===== src/rtl/instr_fetch_pkg.sv =====
// ============================================================================
// Module   : instr_fetch_pkg
// Brief    : Shared fetch-stage types and constants (state encoding, widths,
//            default reset PC and halt word).
// Revision : 1.0 - initial release
// ============================================================================
`default_nettype none

package instr_fetch_pkg;

  localparam int PC_W    = 8;
  localparam int INSTR_W = 16;

  localparam logic [PC_W-1:0]    DEFAULT_RESET_PC  = 8'h00;
  localparam logic [INSTR_W-1:0] DEFAULT_HALT_WORD = 16'hFFFF;

  typedef enum logic [1:0] {
    ST_IDLE = 2'd0,
    ST_RUN  = 2'd1,
    ST_HALT = 2'd2
  } fetch_state_t;

  // Program counter increment; wraps FF -> 00 by width truncation.
  function automatic logic [PC_W-1:0] pc_inc(input logic [PC_W-1:0] pc);
    return pc + {{(PC_W-1){1'b0}}, 1'b1};
  endfunction

endpackage

`default_nettype wire


===== src/rtl/instr_fetch.sv =====
// ============================================================================
// Module   : instr_fetch
// Brief    : Program-ROM fetch stage: PC, one-entry instruction slot with
//            valid/ready handoff to decode, redirect, halt and restart.
// Revision : 1.0 - initial release
// ============================================================================
`default_nettype none

module instr_fetch
  import instr_fetch_pkg::*;
#(
  parameter logic [PC_W-1:0]    RESET_PC  = DEFAULT_RESET_PC,
  parameter logic [INSTR_W-1:0] HALT_WORD = DEFAULT_HALT_WORD
) (
  input  logic               clk,
  input  logic               reset,
  input  logic               start,
  output logic [PC_W-1:0]    rom_address,
  input  logic [INSTR_W-1:0] rom_data,
  output logic [INSTR_W-1:0] instr,
  output logic [PC_W-1:0]    instr_pc,
  output logic               instr_valid,
  input  logic               instr_ready,
  input  logic               redirect,
  input  logic [PC_W-1:0]    redirect_addr,
  output logic               halted
);

  fetch_state_t       r_state,    w_state_nxt;
  logic [PC_W-1:0]    r_pc,       w_pc_nxt;
  logic [INSTR_W-1:0] r_instr,    w_instr_nxt;
  logic [PC_W-1:0]    r_instr_pc, w_instr_pc_nxt;
  logic               r_valid,    w_valid_nxt;
  logic               w_slot_free;

  assign w_slot_free = !r_valid || instr_ready;

  always_ff @(posedge clk or posedge reset) begin
    if (reset) begin
      r_state    <= ST_IDLE;
      r_pc       <= RESET_PC;
      r_instr    <= '0;
      r_instr_pc <= '0;
      r_valid    <= 1'b0;
    end else begin
      r_state    <= w_state_nxt;
      r_pc       <= w_pc_nxt;
      r_instr    <= w_instr_nxt;
      r_instr_pc <= w_instr_pc_nxt;
      r_valid    <= w_valid_nxt;
    end
  end

  always_comb begin
    w_state_nxt    = r_state;
    w_pc_nxt       = r_pc;
    w_instr_nxt    = r_instr;
    w_instr_pc_nxt = r_instr_pc;
    w_valid_nxt    = r_valid;
    case (r_state)
      ST_IDLE: begin
        if (start) begin
          w_state_nxt = ST_RUN;
          w_pc_nxt    = RESET_PC;
        end
      end
      ST_RUN: begin
        // A redirect flushes the slot even if decode takes the word this cycle.
        if (redirect) begin
          w_valid_nxt = 1'b0;
          w_pc_nxt    = redirect_addr;
        end else if (w_slot_free) begin
          w_instr_nxt    = rom_data;
          w_instr_pc_nxt = r_pc;
          w_valid_nxt    = 1'b1;
          if (rom_data == HALT_WORD) begin
            w_state_nxt = ST_HALT;
          end else begin
            w_pc_nxt = pc_inc(r_pc);
          end
        end
      end
      ST_HALT: begin
        if (redirect) begin
          w_state_nxt = ST_RUN;
          w_pc_nxt    = redirect_addr;
          w_valid_nxt = 1'b0;
        end else if (start) begin
          w_state_nxt = ST_RUN;
          w_pc_nxt    = RESET_PC;
          w_valid_nxt = 1'b0;
        end else if (instr_ready) begin
          w_valid_nxt = 1'b0;
        end
      end
      default: begin
        w_state_nxt = ST_IDLE;
        w_valid_nxt = 1'b0;
      end
    endcase
  end

  assign rom_address = r_pc;
  assign instr       = r_instr;
  assign instr_pc    = r_instr_pc;
  assign instr_valid = r_valid;
  assign halted      = (r_state == ST_HALT);

endmodule

`default_nettype wire


===== config.mk =====
export PLATFORM = sky130hd
export DESIGN_NAME = instr_fetch
export DESIGN_NICKNAME = d
export VERILOG_FILES = /design/src/rtl/instr_fetch_pkg.sv /design/src/rtl/instr_fetch.sv
export SDC_FILE = /design/constraint.sdc
export NUM_CORES = 1
export LEC_CHECK = 0
export CAP_MARGIN = 30
export CORE_ASPECT_RATIO = 0.6
export CORE_UTILIZATION = 40
export CTS_CLUSTER_DIAMETER = 150
export CTS_CLUSTER_SIZE = 16
export DETAILED_ROUTE_END_ITERATION = 8
export GPL_ROUTABILITY_DRIVEN = 0
export PLACE_DENSITY = 0.72
export SETUP_SLACK_MARGIN = 0.2
export SKIP_LAST_GASP = 1
export SYNTH_ARGS = -nofsm -noshare
export SYNTH_HDL_FRONTEND = slang
export SYNTH_SLANG_ARGS = --single-unit

===== constraint.sdc =====
create_clock -name clk -period 2.1 [get_ports clk]
set_input_delay 0.21 -clock clk [delete_from_list [all_inputs] [get_ports clk]]
set_output_delay 0.21 -clock clk [all_outputs]
set_load 0.02 [all_outputs]

# Yosys cells after proc, flatten, opt, wreduce, memory -nomap -nowiden
# Index checks and enable logic that the tools add are counted.
# Widths: inputs -> output; s select.
# op_classes
addsub	1
eq_ne	9
mux	18
bitwise_logic	2
reduce_logical	8
# ops
cell	n
$mux 8	5
$pmux 8 s3	1
$eq 16x16->1 const B	1
$reduce_and 3->1	4
$mux 2	5
$add 8x1->8 const B	1
$ne 2x2->1 const B	3
$ne 3x3->1 const B	2
$pmux 2 s3	1
$mux 1	5
$ne 4x4->1 const B	1
$pmux 1 s3	1
$reduce_bool 3->1	1
$eq 2x1->1 const B	1
$eq 2x2->1 const B	1
$logic_not 2->1	1
$not 1->1	2
$logic_not 1->1	1
$logic_or 1x1->1	1
# totals
regBits	35
input_bits	29
output_inout_bits	34
wordCells	43

# Logic depth before layout (Yosys ltp)
# Gate-level depths: netlist (run 1).
# depth
depth_word	5
mapped_depth	9
depth_no_buf	7

# Worst setup path before layout (run 1)
# No wires, ideal clock.
# synth_timing
path_kind	register -> register
from	register r_state[1]
to	register r_instr_pc[0], in the netlist instr_pc[0]
setup_ps	125
arrival_time_ps	1637
t_required_ps	1975
path_slack_ps	338
stages_incl_launch_ff	9
n_path_buf	2
synth_period_minus_slack_ps	1762
cell_sequence	dfrtp_1 > inv_1 > ha_1 > inv_2 > nor2_4 > and2_4 > buf_8 > buf_12 > mux2_2
# synth_via
elab_chain_len	2
# synth_rtl
element	line	rtl
start, declared	instr_fetch.sv:29	fetch_state_t r_state, w_state_nxt;
start signal, assigned	instr_fetch.sv:46	r_state <= w_state_nxt;
$eq 2x1->1	instr_fetch.sv:60	case (r_state)
$reduce_and 3->1 (no source line)	-	
end signal, assigned	instr_fetch.sv:49	r_instr_pc <= w_instr_pc_nxt;
end, declared	instr_fetch.sv:32	logic [PC_W-1:0] r_instr_pc, w_instr_pc_nxt;
# No other way between the ends.
# A chain may end at the register's enable or synchronous reset.

# Final worst setup path (run 1)
# layout_timing
from	register r_state[1]
to	register r_instr[15], in the netlist instr[15]
# layout_via
elab_chain_len	2
# layout_rtl
element	line	rtl
$eq 2x1->1	instr_fetch.sv:60	
$reduce_and 3->1 (no source line)	-	
end signal, assigned	instr_fetch.sv:48	r_instr <= w_instr_nxt;
end, declared	instr_fetch.sv:31	logic [INSTR_W-1:0] r_instr, w_instr_nxt;
# No other way between the ends.

==> impl_metrics.env, run 1 <==
export IMPL_run_status="finished, final reports clean"
export IMPL_drt_drc_violations_left=0
export IMPL_setup_violations_final=0
export IMPL_dieArea_um2=4734
export IMPL_grt_ovfl_total=0
export IMPL_arrival_ns=1.95
export IMPL_hold_class="input port to async pin"
export IMPL_synth_top_area_share_pct=49.16
export IMPL_cp_max_fo=7
export IMPL_tightest_slew_ns=0.4391
export IMPL_cts_buffers=5
export IMPL_cts_sinks=35
export IMPL_ys_async_sr_fraction_pct=100.0
export IMPL_cp_required_ns=2.27
export IMPL_start_util_pct=42.53
export IMPL_p_int_mw=2.307
export IMPL_antenna_left=0
export IMPL_use_met2_pct=31.79
export IMPL_peakVddDrop_uv=990.7
export IMPL_use_met1_pct=25.46
export IMPL_num_nets_final=250
export IMPL_fin_cells=277
export IMPL_place_port_buffers=62
export IMPL_drt_pass1_iterations=4
export IMPL_clk_latency_ns=0.29
export IMPL_synth_area_um2=1782
export IMPL_fmax_mhz=562.7
export IMPL_grt_usage_pct=19.97
export IMPL_ys_seq_area_share_pct=49.16
export IMPL_grt_pass1_wl_um=6955
export IMPL_grt_max_degree=36
export IMPL_syn_nets=178
export IMPL_cts_root_buf="clkbuf_8"
export IMPL_combPwrFrac_pct=50.4
export IMPL_slew_headroom_pct=70.73
export IMPL_met3_usage_pct=6.902
export IMPL_clock_skew_final_ns=0.005524
export IMPL_die_h_um=53.70
export IMPL_p_total_mw=3.676
export IMPL_syn_area_per_cell_um2=12.37
export IMPL_layout_drive_gt1_share_pct=22.12
export IMPL_cts_hold_buffers=0
export IMPL_cp_end_kind="flip-flop"
export IMPL_p_per_area_nw_per_um2=1421
export IMPL_switchingPower_mw=1.369
export IMPL_post_route_period_util_pct=84.62
export IMPL_core_um2=4189
export IMPL_max_clock_path_buffers=2
export IMPL_synthCells=144
export IMPL_synth_area_leaders="dfrtp_1 49%, mux2_2 14%, ha_1 3.5%"
export IMPL_antenna_found_initial=0
export IMPL_clk_pin_slew_ns=0.07
export IMPL_synth_top_cell_by_area="dfrtp_1"
export IMPL_fp_dieW_um=88.16
export IMPL_power_frac_seq_pct=32.5
export IMPL_grt_pass1_vias=1465
export IMPL_rsz0062_at_grt="no"
export IMPL_slew_violations=0
export IMPL_finalCoreUtilization_pct=61.77
export IMPL_first_iter_violations=72
export IMPL_areaGrowthSynthToFinish_pct=45.22
export IMPL_synth_cell_types=35
export IMPL_io_pins=63
export IMPL_fill_cells=353
export IMPL_synth_seq_cells=35
export IMPL_yosys_warnings=0
export IMPL_wl_per_cell_um=16.00
export IMPL_hold_violations=0
export IMPL_dp_cells=265
export IMPL_diodes=0
export IMPL_power_frac_clock_pct=17.1
export IMPL_htreeDepth=2
export IMPL_p_leak_nw=1.122
export IMPL_rows=18
export IMPL_tns_ns=0
export IMPL_max_cap_violations=0
export IMPL_num_vias=1449
export IMPL_period_needed_ns=1.777
export IMPL_path_class="flip-flop to flip-flop"
export IMPL_post_dp_hpwl_um=3085
export IMPL_swShare_pct=37.24
export IMPL_synth_ff_type="dfrtp_1"
export IMPL_grt_busiest_layer="met2"
export IMPL_start_kind="flip-flop"
export IMPL_post_drt_via_cell_ratio=5.231
export IMPL_cts_tree="yes"
export IMPL_synth_edf_count=0
export IMPL_wirelength_um=4431
-- logic make-up after synthesis --
group           share of synthesized area, %
fa+ha+maj                              3.511
xor+xnor                               1.475
simple gates                           13.27
mux                                    16.43
buf+inv                                4.354
compound gates                         11.80
flops                                  49.16
-- layout make-up --
class / count / area [um^2] / area share (%)
sequential: 35 / 875.8 / 33.85
multi-input combinational: 103 / 854.6 / 33.03
timing repair buffer: 65 / 641.9 / 24.81
clock buffer: 6 / 82.58 / 3.191
tap: 60 / 75.07 / 2.901
clock inverter: 2 / 35.03 / 1.354
inverter: 6 / 22.52 / 0.8704
-- critical path, stage by stage (launching register included) --
cell	delay, ns
dfrtp_1	0.41
inv_1	0.09
ha_1	0.27
inv_2	0.09
nor2_4	0.20
and2_4	0.25
mux2_2	0.35
-- sequential cells by signal, indices dropped and copies added, names as in the netlist --
register / flops
instr: 16
instr_pc: 8
instr_valid: 1
r_state: 2
rom_address: 8
-- final timing paths --
check	start	endpoint	slack (ns)	cells after the start
max reg2reg	r_state[1]$_DFFE_PP0P_	instr[15]$_DFFE_PP0P_	0.32	6
min in group clk	instr[6]$_DFFE_PP0P_	instr[6]$_DFFE_PP0P_	0.51	1
max in group asynchronous	reset	instr[5]$_DFFE_PP0P_	1.46	3
min	reset	instr_pc[2]$_DFFE_PP0P_	0.33	3
max	r_state[1]$_DFFE_PP0P_	instr[15]$_DFFE_PP0P_	0.32	6
min reg2reg	instr[6]$_DFFE_PP0P_	instr[6]$_DFFE_PP0P_	0.51	1
-- per-stage QoR --
stage / hold WS, ns / setup slack (ns) / instance area, um^2
global placement: 0.4919 / 0.1969 / 2437
global route: 0.3869 / 0.2029 / 2587
CTS: 0.3502 / 0.2495 / 2562
finish: 0.3265 / 0.3230 / 2587
detailed placement: 0.4951 / 0.1174 / 2437
floorplan: 0.3581 / 0.3382 / 1782
-- cells in the mapped netlist, types with 2 or more instances --
library cell and n:
a22oi_1 5, mux2_4 3, o2bb2ai_1 4, nand2b_1 3, a22o_1 3, and3_1 2
nand4_1 4, a32o_1 2, ha_1 5, and2_4 2, buf_12 2, inv_1 5
or3_1 2, nand2_1 9, mux2_2 22, nor3_1 4, dfrtp_1 35, nand3_1 6
o21ai_0 3, a21oi_1 4, nor2_1 4, xnor2_1 2
-- routing by layer --
metal | up-vias | routed length [um]
li1 | 681 | -
met5 | - | 0
met4 | 0 | 65
met3 | 9 | 306
met2 | 53 | 2045
met1 | 706 | 2013
-- timing repair --
action / in CTS / in global routing
setup endpoints to repair: 26 / 25
gates resized for setup: 2 / 2
hold endpoints to repair: 0 / 0
pin swaps: 1 / 3
setup buffers: 0 / 1
gates cloned: 1 / 2
-- power by group through the flow --
stage          Combinational [mW]  Sequential [mW]  Clock, mW
2_1_floorplan               0.745             1.51          0
3_3_place_gp                 1.76             1.18          0
3_5_place_dp                 1.80             1.20          0
4_1_cts                      1.82             1.20      0.641
5_1_grt                      1.98             1.24      0.677
6_report                     1.85             1.20      0.629
-- placed cells by master (no fill, tap or decap), types with 2 or more instances in the layout --
master,Yosys,routed
clkdlybuf4s50_1,0,61
dfrtp_1,35,35
mux2_2,22,22
nand2_1,9,9
nand3_1,6,6
clkbuf_8,0,6
and2_4,2,5
inv_1,5,5
a22oi_1,5,5
ha_1,5,5
nor3_1,4,4
nand4_1,4,4
nor2_1,4,4
a21oi_1,4,4
o2bb2ai_1,4,4
nand2b_1,3,3
mux2_4,3,3
o21ai_0,3,3
a22o_1,3,3
buf_4,0,3
and3_1,2,2
or3_1,2,2
a32o_1,2,2
xnor2_1,2,2
No activity file was read; power rests on OpenSTA's default activity.
==> run 2: changes to the inputs <==
Settings changed: PLACE_DENSITY 0.72 to 0.75.
Clock period 2.1 ns to 1.4 ns, I/O delays scaled along.
==> run 2 against run 1 <==
  * The run now ends with negative setup slack left
  * Sequential cell count stayed put
  * Non-clock buffer count is 40 higher
  * Critical path depth increased by 1
  * Global-route usage grew 5.4 points
  * Clock power is 22% higher
  * First-iteration DRC count is 6.9% higher
  * Total power increased by 72%
  * Count of clock-buffer cells in the layout stayed put
  * Design area rose by 22%
  * Combinational power up 100%
  * Largest power group unchanged
==> impl_metrics.env, run 2 (synthesis results as in run 1) <==
export IMPL_cts_root_buf="clkbuf_8"
export IMPL_grt_usage_pct=25.38
export IMPL_wl_met1_um=2484
export IMPL_hold_class="input port to async pin"
export IMPL_dr_wl_met2_um=2981
export IMPL_max_clock_path_buffers=2
export IMPL_place_area_um2=2728
export IMPL_cp_cell_sequence="buf_4, inv_2, ha_4, nor3_2, o22ai_2, and2_4, a32o_1"
export IMPL_rows=18
export IMPL_place_port_buffers=62
export IMPL_peakVddDrop_uv=1060
export IMPL_p_total_mw=6.326
export IMPL_rsz0062_at_grt="yes"
export IMPL_setup_violations_final=36
export IMPL_finalCoreUtilization_pct=75.09
export IMPL_grt_max_degree=36
export IMPL_start_util_pct=42.53
export IMPL_drt_pass1_iterations=4
export IMPL_fp_dieW_um=88.16
export IMPL_final_common_cell="dfrtp_1"
export IMPL_dr_wl_met3_um=443
export IMPL_slew_headroom_pct=76.11
export IMPL_layout_drive_gt1_share_pct=46.64
export IMPL_first_iter_violations=77
export IMPL_path_class="flip-flop to flip-flop"
export IMPL_num_nets_final=287
export IMPL_dieArea_um2=4734
export IMPL_p_leak_nw=1.490
export IMPL_final_cell_mix="32 x dfrtp_1, 30 x dlygate4sd2_1, 30 x buf_4"
export IMPL_htreeDepth=2
export IMPL_tightest_slew_ns=0.3557
export IMPL_timing_hold_ws_ns=0.1938
export IMPL_num_vias=1654
export IMPL_cpPeakStageDelay_ns=0.38
export IMPL_max_cap_violations=0
export IMPL_slew_violations=0
export IMPL_hold_violations=0
export IMPL_cts_hold_buffers=0
export IMPL_antenna_left=0
export IMPL_top_layer="met4"
export IMPL_io_pins=63
export IMPL_antenna_found_initial=0
export IMPL_drt_drc_violations_left=0
export IMPL_fmax_mhz=580.6
export IMPL_start_kind="flip-flop"
export IMPL_post_route_period_util_pct=123.0
export IMPL_arrival_ns=1.91
export IMPL_slowest_stage="dfrtp_1"
export IMPL_cts_buffers=5
export IMPL_period_needed_ns=1.722
export IMPL_wl_per_cell_um=19.22
export IMPL_cp_num_buf_inv=2
export IMPL_diodes=0
export IMPL_cp_end_kind="flip-flop"
export IMPL_cp_max_fo=5
export IMPL_cp_required_ns=1.58
export IMPL_clock_skew_final_ns=0.009597
export IMPL_post_drt_via_cell_ratio=5.284
export IMPL_wirelength_um=6015
export IMPL_violations="negative setup slack"
export IMPL_p_per_area_nw_per_um2=2011
export IMPL_cts_tree="yes"
export IMPL_fill_cells=268
export IMPL_clk_pin_slew_ns=0.08
export IMPL_grt_pass1_wl_um=8666
export IMPL_cts_sinks=35
export IMPL_grt_ovfl_total=0
export IMPL_crit_family="simple AND/OR/NAND/NOR gates"
export IMPL_largest_register_ff_count=16
export IMPL_post_dp_hpwl_um=3597
export IMPL_areaGrowthSynthToFinish_pct=76.55
export IMPL_die_h_um=53.70
export IMPL_final_area_um2=3146
export IMPL_grt_pass1_vias=1707
export IMPL_worst_slack_ns=-0.3222
export IMPL_run_status="finished, violations left"
export IMPL_clk_latency_ns=0.29
export IMPL_core_um2=4189
[run 2: changes by cell type in the layout (fill, tap and decap cells not counted), sizes merged]
| cell | previous run | this run |
|---|---|---|
| dlygate4sd2 | 1 | 30 |
| clkdlybuf4s15 | 0 | 6 |
| and2 | 6 | 3 |
| bufinv | 1 | 0 |
| clkdlybuf4s50 | 61 | 22 |
| buf | 3 | 46 |
| clkbuf | 6 | 7 |
[run 2: power breakdown]
part           internal, mW  switching, mW  total, mW
combinational          1.97           1.78       3.75
clock                 0.386          0.381      0.768
sequential             1.45          0.354       1.81
[run 2: timing repair]
item	4_1_cts	5_1_grt
setup buffers	11	6
gates resized for setup	82	24
setup endpoints to repair	69	44
cloned	2	0
pin swaps	15	5
[run 2: cell type report]
cell class                      instances  area, um^2  share of cell area [%]
Clock buffer                            6       82.58                   2.625
Clock inverter                          1       5.005                  0.1591
Inverter                                6       25.02                  0.7955
Multi-Input combinational cell        100        1065                   33.85
Sequential cell                        35       879.6                   27.96
Tap cell                               60       75.07                   2.387
Timing Repair Buffer                  105        1013                   32.22
[run 2: final timing paths]
check / startpoint / end / slack [ns] / cells after the start
setup / recovery: r_state[0]$_DFFE_PP0P_ / rom_address[0]$_DFFE_PP0P_ / -0.32 / 7
hold / removal: reset / instr[7]$_DFFE_PP0P_ / 0.19 / 3
setup reg to reg: r_state[0]$_DFFE_PP0P_ / rom_address[0]$_DFFE_PP0P_ / -0.32 / 7
hold reg to reg: instr[8]$_DFFE_PP0P_ / instr[8]$_DFFE_PP0P_ / 0.51 / 1
max in group asynchronous: reset / rom_address[7]$_DFFE_PP0P_ / 1.02 / 3
min in group clk: rom_data[15] / instr[15]$_DFFE_PP0P_ / 0.24 / 2
[run 2: worst register-to-register path, delay by kind of cell, from the launching register on]
family / cells / cell delay [ns]
buf+inv: 2 / 0.19
compound gates: 2 / 0.39
flops: 1 / 0.38
fa+ha+maj: 1 / 0.18
simple gates: 2 / 0.49
[run 2: per-stage QoR]
stage          setup TNS [ns]  instances  setup slack (ns)
6_report               -9.088        313           -0.3222
5_1_grt                -10.70        313           -0.3641
4_1_cts                -6.466        307           -0.2176
3_5_place_dp           -9.900        287           -0.4338
3_3_place_gp           -8.313        287           -0.3549
2_1_floorplan          -7.581        144           -0.2643
[run 2: layer usage]
metal  global-route usage [%]  vias to the layer above
met1                    32.15                      820
met2                    42.82                       74
met3                    5.368                       11
li1                         -                      749
met4                    11.02                        0
met5                        0                        -
